**src/rtl/adsr_envelope.sv**
```systemverilog
// Gate-driven ADSR envelope generator.
// The envelope steps once per audio sample (sample_tick). A FRAC_BITS-wide
// fractional extension of the accumulator lets slow ramps move by less than one
// output LSB per sample, which avoids audible stair-steps. The output level is
// the integer part of the accumulator.
module adsr_envelope #(
   parameter int VOLUME_BITS = 8,
   parameter int FRAC_BITS   = 8,
   parameter int RATE_BITS   = 16
) (
   input  logic                   clk,
   input  logic                   rst,
   input  logic                   sample_tick,
   input  logic                   gate,
   input  logic [RATE_BITS-1:0]   attack_rate,
   input  logic [RATE_BITS-1:0]   decay_rate,
   input  logic [VOLUME_BITS-1:0] sustain_level,
   input  logic [RATE_BITS-1:0]   release_rate,
   output logic [VOLUME_BITS-1:0] level,
   output logic                   level_valid,
   output logic                   active,
   output logic [2:0]             state_o
);

   localparam int W = VOLUME_BITS + FRAC_BITS;
   localparam logic [W-1:0] MAX = '1;

   typedef enum logic [2:0] {
      IDLE    = 3'd0,
      ATTACK  = 3'd1,
      DECAY   = 3'd2,
      SUSTAIN = 3'd3,
      RELEASE = 3'd4
   } state_t;

   // Each step function returns {phase_done, new_acc}. Sums and limits are
   // formed one bit wider than the accumulator so they saturate instead of wrap.
   function automatic logic [W:0] attack_step(input logic [W-1:0] acc_in,
                                              input logic [W-1:0] rate);
      logic [W:0] sum;
      sum = {1'b0, acc_in} + {1'b0, rate};
      if (rate == '0 || sum >= {1'b0, MAX})
         attack_step = {1'b1, MAX};
      else
         attack_step = {1'b0, sum[W-1:0]};
   endfunction

   // acc - rate <= tgt is evaluated as acc <= tgt + rate, which cannot underflow.
   function automatic logic [W:0] decay_step(input logic [W-1:0] acc_in,
                                             input logic [W-1:0] rate,
                                             input logic [W-1:0] tgt);
      logic [W:0] lim;
      lim = {1'b0, tgt} + {1'b0, rate};
      if (acc_in <= tgt || rate == '0 || {1'b0, acc_in} <= lim)
         decay_step = {1'b1, tgt};
      else
         decay_step = {1'b0, acc_in - rate};
   endfunction

   function automatic logic [W:0] release_step(input logic [W-1:0] acc_in,
                                               input logic [W-1:0] rate);
      if (rate == '0 || acc_in <= rate)
         release_step = {1'b1, {W{1'b0}}};
      else
         release_step = {1'b0, acc_in - rate};
   endfunction

   state_t         state;
   state_t         nxt_state;
   logic [W-1:0]   acc;
   logic [W-1:0]   nxt_acc;
   logic           gate_q;
   logic           step_en;
   logic           rise;
   logic           fall;
   logic [W:0]     stp;
   logic [W-1:0]   a_ext;
   logic [W-1:0]   d_ext;
   logic [W-1:0]   r_ext;
   logic [W-1:0]   tgt;

   assign a_ext = W'(attack_rate);
   assign d_ext = W'(decay_rate);
   assign r_ext = W'(release_rate);
   assign tgt   = {sustain_level, {FRAC_BITS{1'b0}}};
   assign rise  = gate & ~gate_q;
   assign fall  = ~gate & gate_q;

   // Next state and accumulator: gate edges win over a tick and skip the step.
   always_comb begin
      nxt_state = state;
      nxt_acc   = acc;
      step_en   = 1'b0;
      stp       = '0;
      if (rise) begin
         nxt_state = ATTACK;
      end else if (fall && (state == ATTACK || state == DECAY || state == SUSTAIN)) begin
         nxt_state = RELEASE;
      end else if (sample_tick) begin
         step_en = 1'b1;
         unique case (state)
            IDLE: begin
               nxt_acc = '0;
            end
            ATTACK: begin
               stp     = attack_step(acc, a_ext);
               nxt_acc = stp[W-1:0];
               if (stp[W]) nxt_state = DECAY;
            end
            DECAY: begin
               stp     = decay_step(acc, d_ext, tgt);
               nxt_acc = stp[W-1:0];
               if (stp[W]) nxt_state = SUSTAIN;
            end
            SUSTAIN: begin
               nxt_acc = tgt;
            end
            RELEASE: begin
               stp     = release_step(acc, r_ext);
               nxt_acc = stp[W-1:0];
               if (stp[W]) nxt_state = IDLE;
            end
            default: begin
               nxt_state = IDLE;
               nxt_acc   = '0;
            end
         endcase
      end
   end

   // Envelope state, accumulator and registered status flags.
   always_ff @(posedge clk or posedge rst) begin
      if (rst) begin
         state       <= IDLE;
         acc         <= '0;
         gate_q      <= 1'b0;
         level_valid <= 1'b0;
         active      <= 1'b0;
      end else begin
         state       <= nxt_state;
         acc         <= nxt_acc;
         gate_q      <= gate;
         level_valid <= step_en;
         active      <= (nxt_state != IDLE);
      end
   end

   assign level   = acc[W-1:FRAC_BITS];
   assign state_o = state;

endmodule
```
**config.mk**
```make
export PLATFORM = sky130hd
export DESIGN_NAME = adsr_envelope
export DESIGN_NICKNAME = d
export VERILOG_FILES = /design/src/rtl/adsr_envelope.sv
export SDC_FILE = /design/constraint.sdc
export NUM_CORES = 1
export LEC_CHECK = 0
export CAP_MARGIN = 20
export CORE_UTILIZATION = 50
export CTS_CLUSTER_SIZE = 30
export DETAILED_ROUTE_END_ITERATION = 12
export DONT_BUFFER_PORTS = 1
export PLACE_DENSITY = 0.71
export SYNTH_ARGS = -nofsm -noshare
export SYNTH_HDL_FRONTEND = slang
export SYNTH_SLANG_ARGS = --single-unit
```
**constraint.sdc**
```tcl
create_clock -name clk -period 3.92 [get_ports clk]
set_input_delay 0.196 -clock clk [delete_from_list [all_inputs] [get_ports clk]]
set_output_delay 0.196 -clock clk [all_outputs]
set_load 0.05 [all_outputs]
```
Word-level counts from Yosys, hierarchy flattened

Index checks and enable logic that the tools add are counted.

Flip-flop bits (word level): 22
Bits in latches: 0
Bits in writable memories: 0
Memory bits (read-only): 0
Output and inout bits: 13
Memories: 0

$add $sub $neg: 4
Multiply operators: 0
Divide/modulo/power cells: 0
Magnitude comparators: 4
Equality and inequality tests: 4
Shift-type cells: 0
Multiplexer cells: 26
Bitwise gates (word level): 6
Reduce and logical (&&, ||, !) cells: 14

Operators with widths:

| kind                                                                | count |
|---|---|
| 2-to-1 mux 17 bit                                                   | 15 |
| one-hot mux 16 bit (4 select lines)                                 | 1 |
| logical NOT 16 bit                                                  | 3 |
| adder 16 x 16 -> 17 bit                                             | 2 |
| less-or-equal comparator 16 bit                                     | 2 |
| subtractor 16 bit                                                   | 2 |
| 2-to-1 mux 3 bit                                                    | 6 |
| greater-or-equal comparator 17 x 16 -> 1 bit, second input constant | 1 |
| less-or-equal comparator 16 x 17 -> 1 bit                           | 1 |
| one-hot mux 3 bit (4 select lines)                                  | 1 |
| equality test 3 x 2 -> 1 bit, second input constant                 | 2 |
| logical OR 1 bit                                                    | 6 |
| inverter 1 bit                                                      | 4 |
| equality test 3 x 1 -> 1 bit, second input constant                 | 1 |
| equality test 3 bit, second input constant                          | 1 |
| logical NOT 3 bit                                                   | 1 |
| 2-to-1 mux 1 bit                                                    | 3 |
| AND reduction 3 bit                                                 | 1 |
| nonzero test 3 bit                                                  | 1 |
| bitwise AND 1 bit                                                   | 2 |
| OR reduction 2 bit                                                  | 1 |
| logical AND 1 bit                                                   | 1 |

Depth between registers and ports, before layout

Word-level depth: 14
Gate-level depth with buffers: 20
Mapped depth without buffers: 18

Worst setup path after synthesis

Ideal clock, no wire load.

Path kind: input port to flip-flop
Start point: input decay_rate[9]
End point: register acc[11]
Setup time: 0.133 ns
Arrival: 3.194 ns
Data required time: 3.787 ns
Path slack: 0.593 ns
Cell stages on the path: 18
Buffers on the path: 2
Path through: ha_1 > a21o_1 > a21oi_1 > o21bai_1 > a21oi_1 > o21bai_1 > a21oi_1 > xor2_1 > ha_1 > nand4_1 > nor4_1 > nor3_1 > and4_1 > and3b_1 > buf_2 > buf_2 > a222oi_1 > a31oi_1

Word-level cells in the longest chain between the ends: 9

RTL lines:

| what                                                                          | RTL line | RTL |
|---|---|---|
| start: declaration                                                            | 16       | `input logic [RATE_BITS-1:0] decay_rate,` |
| adder 16 x 16 -> 17 bit or logical NOT 16 bit (tied branches)                 | 53, 54   |  |
| less-or-equal comparator 16 x 17 -> 1 bit or logical OR 1 bit (tied branches) | 54       | `if (acc_in <= tgt \|\| rate == '0 \|\| {1'b0, acc_in} <= lim)` |
| logical OR 1 bit                                                              | 54       |  |
| 2-to-1 mux 17 bit (*)                                                         | 54       |  |
| 2-to-1 mux 17 bit (*)                                                         | 101      | `unique case (state)` |
| 2-to-1 mux 17 bit (*)                                                         | 99       | `end else if (sample_tick) begin` |
| 2-to-1 mux 17 bit (*)                                                         | 97       | `end else if (fall && (state == ATTACK \|\| state == DECAY \|\| state == SUSTAIN)) begin` |
| 2-to-1 mux 17 bit (*)                                                         | 95       | `if (rise) begin` |
| one-hot mux 16 bit (4 select lines) (*)                                       | 101      |  |
| end signal: assignment                                                        | 141      | `acc <= nxt_acc;` |
| end: declaration                                                              | 70       | `logic [W-1:0] acc;` |

Every way passes the cells marked *; elsewhere a longest branch is shown, timed or not. The select of a mux whose other input is x is not followed.
A chain may end at the register's enable or synchronous reset.

Final worst setup path

Start point: register acc[0]
End point: register acc[10]

Word-level cells in the longest chain between the ends: 9

RTL lines:

| what                                                                             | RTL line |
|---|---|
| adder 16 x 16 -> 17 bit or less-or-equal comparator 16 bit (tied branches)       | 41, 54 |
| greater-or-equal comparator 17 x 16 -> 1 bit or logical OR 1 bit (tied branches) | 42, 54 |
| logical OR 1 bit (on tied branches)                                              | 42, 54 |
| 2-to-1 mux 17 bit (on tied branches)                                             | 42, 54 |
| 2-to-1 mux 17 bit                                                                | 101 |
| 2-to-1 mux 17 bit                                                                | 99 |
| 2-to-1 mux 17 bit                                                                | 97 |
| 2-to-1 mux 17 bit                                                                | 95 |
| one-hot mux 16 bit (4 select lines) (*)                                          | 101 |

Marks and branches as above.

==> impl_metrics.yaml <==
synthesis:
  yosys_warnings: 0
  netlist_area_sq_um: 4540
  edff_count_synth: 0
  post_synth_main_area_contributors: "sky130_fd_sc_hd__ha_1, sky130_fd_sc_hd__dfrtp_1, sky130_fd_sc_hd__a21oi_1"
  post_synth_num_cell_types: 72
  synth.avg_cell_area_sq_um: 7.60
  dominantRegCellSynth: "sky130_fd_sc_hd__dfrtp_1"
  synth_seq_area_share_pct: 12.1
  synth.largest_area_cell: "sky130_fd_sc_hd__ha_1"
  synthArstFlopShare_pct: 100
  synthesis.instances: 598
  synth_largest_type_area_fraction_pct: 19.6
  ys_ff_latch: 22
  postSynthNetCount: 733
placement:
  dp.cells: 699
  io_buffer_count: 0
  placed_cell_area_sq_um: 4660
  detailed_place_hpwl_um: 11900
  globalplace.congestion: 0.983
clocking:
  post-cts-setup-buffer-count: 0
  cts-buffers-inserted: 3
  cts.clk_slew.worst_paths_ns: 0.10
  quantity_of_gates_resized_following_cts: 0
  clk_path_buf_depth: 2
  clock_sinks: 22
  cts_tree: "done"
  worst_skew_pair.late_latency_ns: 0.28
  clockRootBuffer: "sky130_fd_sc_hd__clkbuf_8"
  clock_tree.htree_level_count: 1
setup_path:
  worstPathRequired_ns: 4.10
  cp_max_fo: 6
  critPathCaptureType: "flop"
  start_kind: "flop"
  reg2regPathDepth: 12
  crit_arrival_ns: 3.79
  timing.setup.critical_path_class: "reg -> reg"
routing:
  avgViaCountPerCell: 6.63
  drt_drc_violations_left: 0
  initialDrtViolationCount: 278
  route.vias.total: 4666
  post_dr_wirelength_cell_um: 20.2
  drt-total-wl_um: 14200
  postRouteAntennaNets: 0
  dr.pass1.iters: 6
finish:
  final_common_cell: "sky130_fd_sc_hd__ha_1"
  num-nets-final: 732
  nFillCells: 865
  final_cell_count_no_fill: 704
  multi_input_area_sq_um: 3660
  diodes: 0
  layout.area.seq_sq_um: 551
  layout.cells.most_common_list: "sky130_fd_sc_hd__ha_1, sky130_fd_sc_hd__inv_1, sky130_fd_sc_hd__nand2_1"
  area_delta_synth_final_pct: 4.38
  share_of_layout_cells_above_drive_strength_1_pct: 5.70
  utilization_pct: 54.1
  finish.instance_area_sq_um: 4740
sta:
  final_max_slew_viol_count: 0
  tightest_slew_ns: 0.889
  fin_worst_hold_slack_ns: -0.0148
  fin_setup_tns_ns: 0
  tmin_final_ns: 3.62
  achievable-frequency_mhz: 277
  grt_setup_unrepaired: "no"
  final_setup_viols: 0
  slew_headroom_pct: 40.7
  fin_skew_ns: 0.0174
  finalHoldViolations: 13
  period_share_pct: 92.2
floorplan:
  fp.coreArea_sq_um: 8760
  die_h_um: 97.3
  die_x_um: 97.3
  initial_core_util_pct: 51.8
  placement_rows: 34
  pin_count: 73
  floorplan.die_area_sq_um: 9470
grt:
  grt_pass1_wl_um: 22700
  overflow: 0
  grt_util_all_layers_pct: 30.1
  grt_max_degree: 23
  vias_in_the_first_global_route: 4654
  number_of_antenna_violations_at_the_first_check_in_global_routing: 0
run:
  drv.max_cap_violation_count: 0
power:
  irDropWorstVdd_mv: 0.375
  power.density_nw_per_um2: 716
  leakagePower_nw: 2.27
outcome:
  failing_checks: "negative hold slack"
  run_status: "complete, but fails checks"
hold_path:
  hp-class: "in -> async"
==> synthesized netlist by cell type, drive strengths merged (9+ instances only) <==
library cell,n
nor2,41
o21ai,25
inv,59
dfrtp,22
ha,71
a211oi,9
o211ai,14
xor2,15
nand3,17
nand4,11
a21oi,46
nor3,11
nor2b,9
a21o,17
nor4,16
xnor2,26
nand2,50
buf,14
==> cell families after synthesis <==
logic type      synth area share (%)
compound gates                  29.1
xor+xnor                        7.91
fa+ha+maj                       21.3
buf+inv                         7.25
flops                           12.1
simple gates                    22.3
==> routing by layer <==
layer | part of all wire, % | GRT usage, % | vias up
met1 | 42 | 38.2 | 2187
met4 | 3.6 | 11.0 | 0
met5 | 0 | 0 | -
met3 | 8.6 | 5.83 | 45
met2 | 45 | 50.5 | 214
li1 | - | - | 2220
==> flip-flops by register name, summed over array words and instances, names as in the netlist <==
register,count
acc,16
state_o,3
active,1
gate_q,1
level_valid,1
==> what timing repair did <==
item	in CTS	in global routing
hold buffers	1	0
hold endpoints to repair	2	0
endpoints found under the setup margin	0	0
==> area by class of cell <==
class,instances,area share (%)
clock buffers,3,0.871
clock inverters,1,0.633
inverters,59,4.67
multi-input cells,498,77.2
flip-flops and latches,22,11.6
well taps,108,2.85
repair buffers,13,2.11
==> metrics by stage <==
stage	power, W	setup WS [ns]
after floorplan	0.00251	0.593
after global placement	0.00307	0.323
after detailed placement	0.00312	0.136
after CTS	0.00335	0.392
after global routing	0.00367	0.110
final	0.00339	0.305
==> path summary, 6_finish.rpt <==
| kind | start | end | slack [ns] |
|---|---|---|---|
| min reg2reg | gate_q$_DFF_PP0_ | state_o[2]$_DFF_PP0_ | 0.55 |
| max in group asynchronous | rst | acc[10]$_DFFE_PP0P_ | 3.37 |
| max reg2reg | acc[0]$_DFFE_PP0P_ | acc[10]$_DFFE_PP0P_ | 0.30 |
| max | acc[0]$_DFFE_PP0P_ | acc[10]$_DFFE_PP0P_ | 0.30 |
| min | rst | acc[1]$_DFFE_PP0P_ | -0.01 |
| min in group clk | sample_tick | state_o[1]$_DFF_PP0_ | 0.14 |
==> worst max-delay path: stages (launching register included) <==
cell and delay [ns]:
sky130_fd_sc_hd__dfrtp_1 0.47, sky130_fd_sc_hd__ha_1 0.21, sky130_fd_sc_hd__inv_1 0.06, sky130_fd_sc_hd__fa_1 0.39, sky130_fd_sc_hd__and2b_1 0.26, sky130_fd_sc_hd__o21ai_1 0.12, sky130_fd_sc_hd__a21o_4 0.25, sky130_fd_sc_hd__o211a_1 0.24
sky130_fd_sc_hd__o311ai_2 0.42, sky130_fd_sc_hd__o2111ai_1 0.24, sky130_fd_sc_hd__o31ai_2 0.44, sky130_fd_sc_hd__nand3_2 0.26, sky130_fd_sc_hd__o211ai_1 0.18
==> report_power, final <==
group          internal (W)  switching (W)  leakage [nW]
clock network      0.000137      0.0000839        0.0357
registers          0.000303       0.000197         0.282
logic               0.00107        0.00160          1.95
Note: power is estimated with default switching activity, not from simulation.
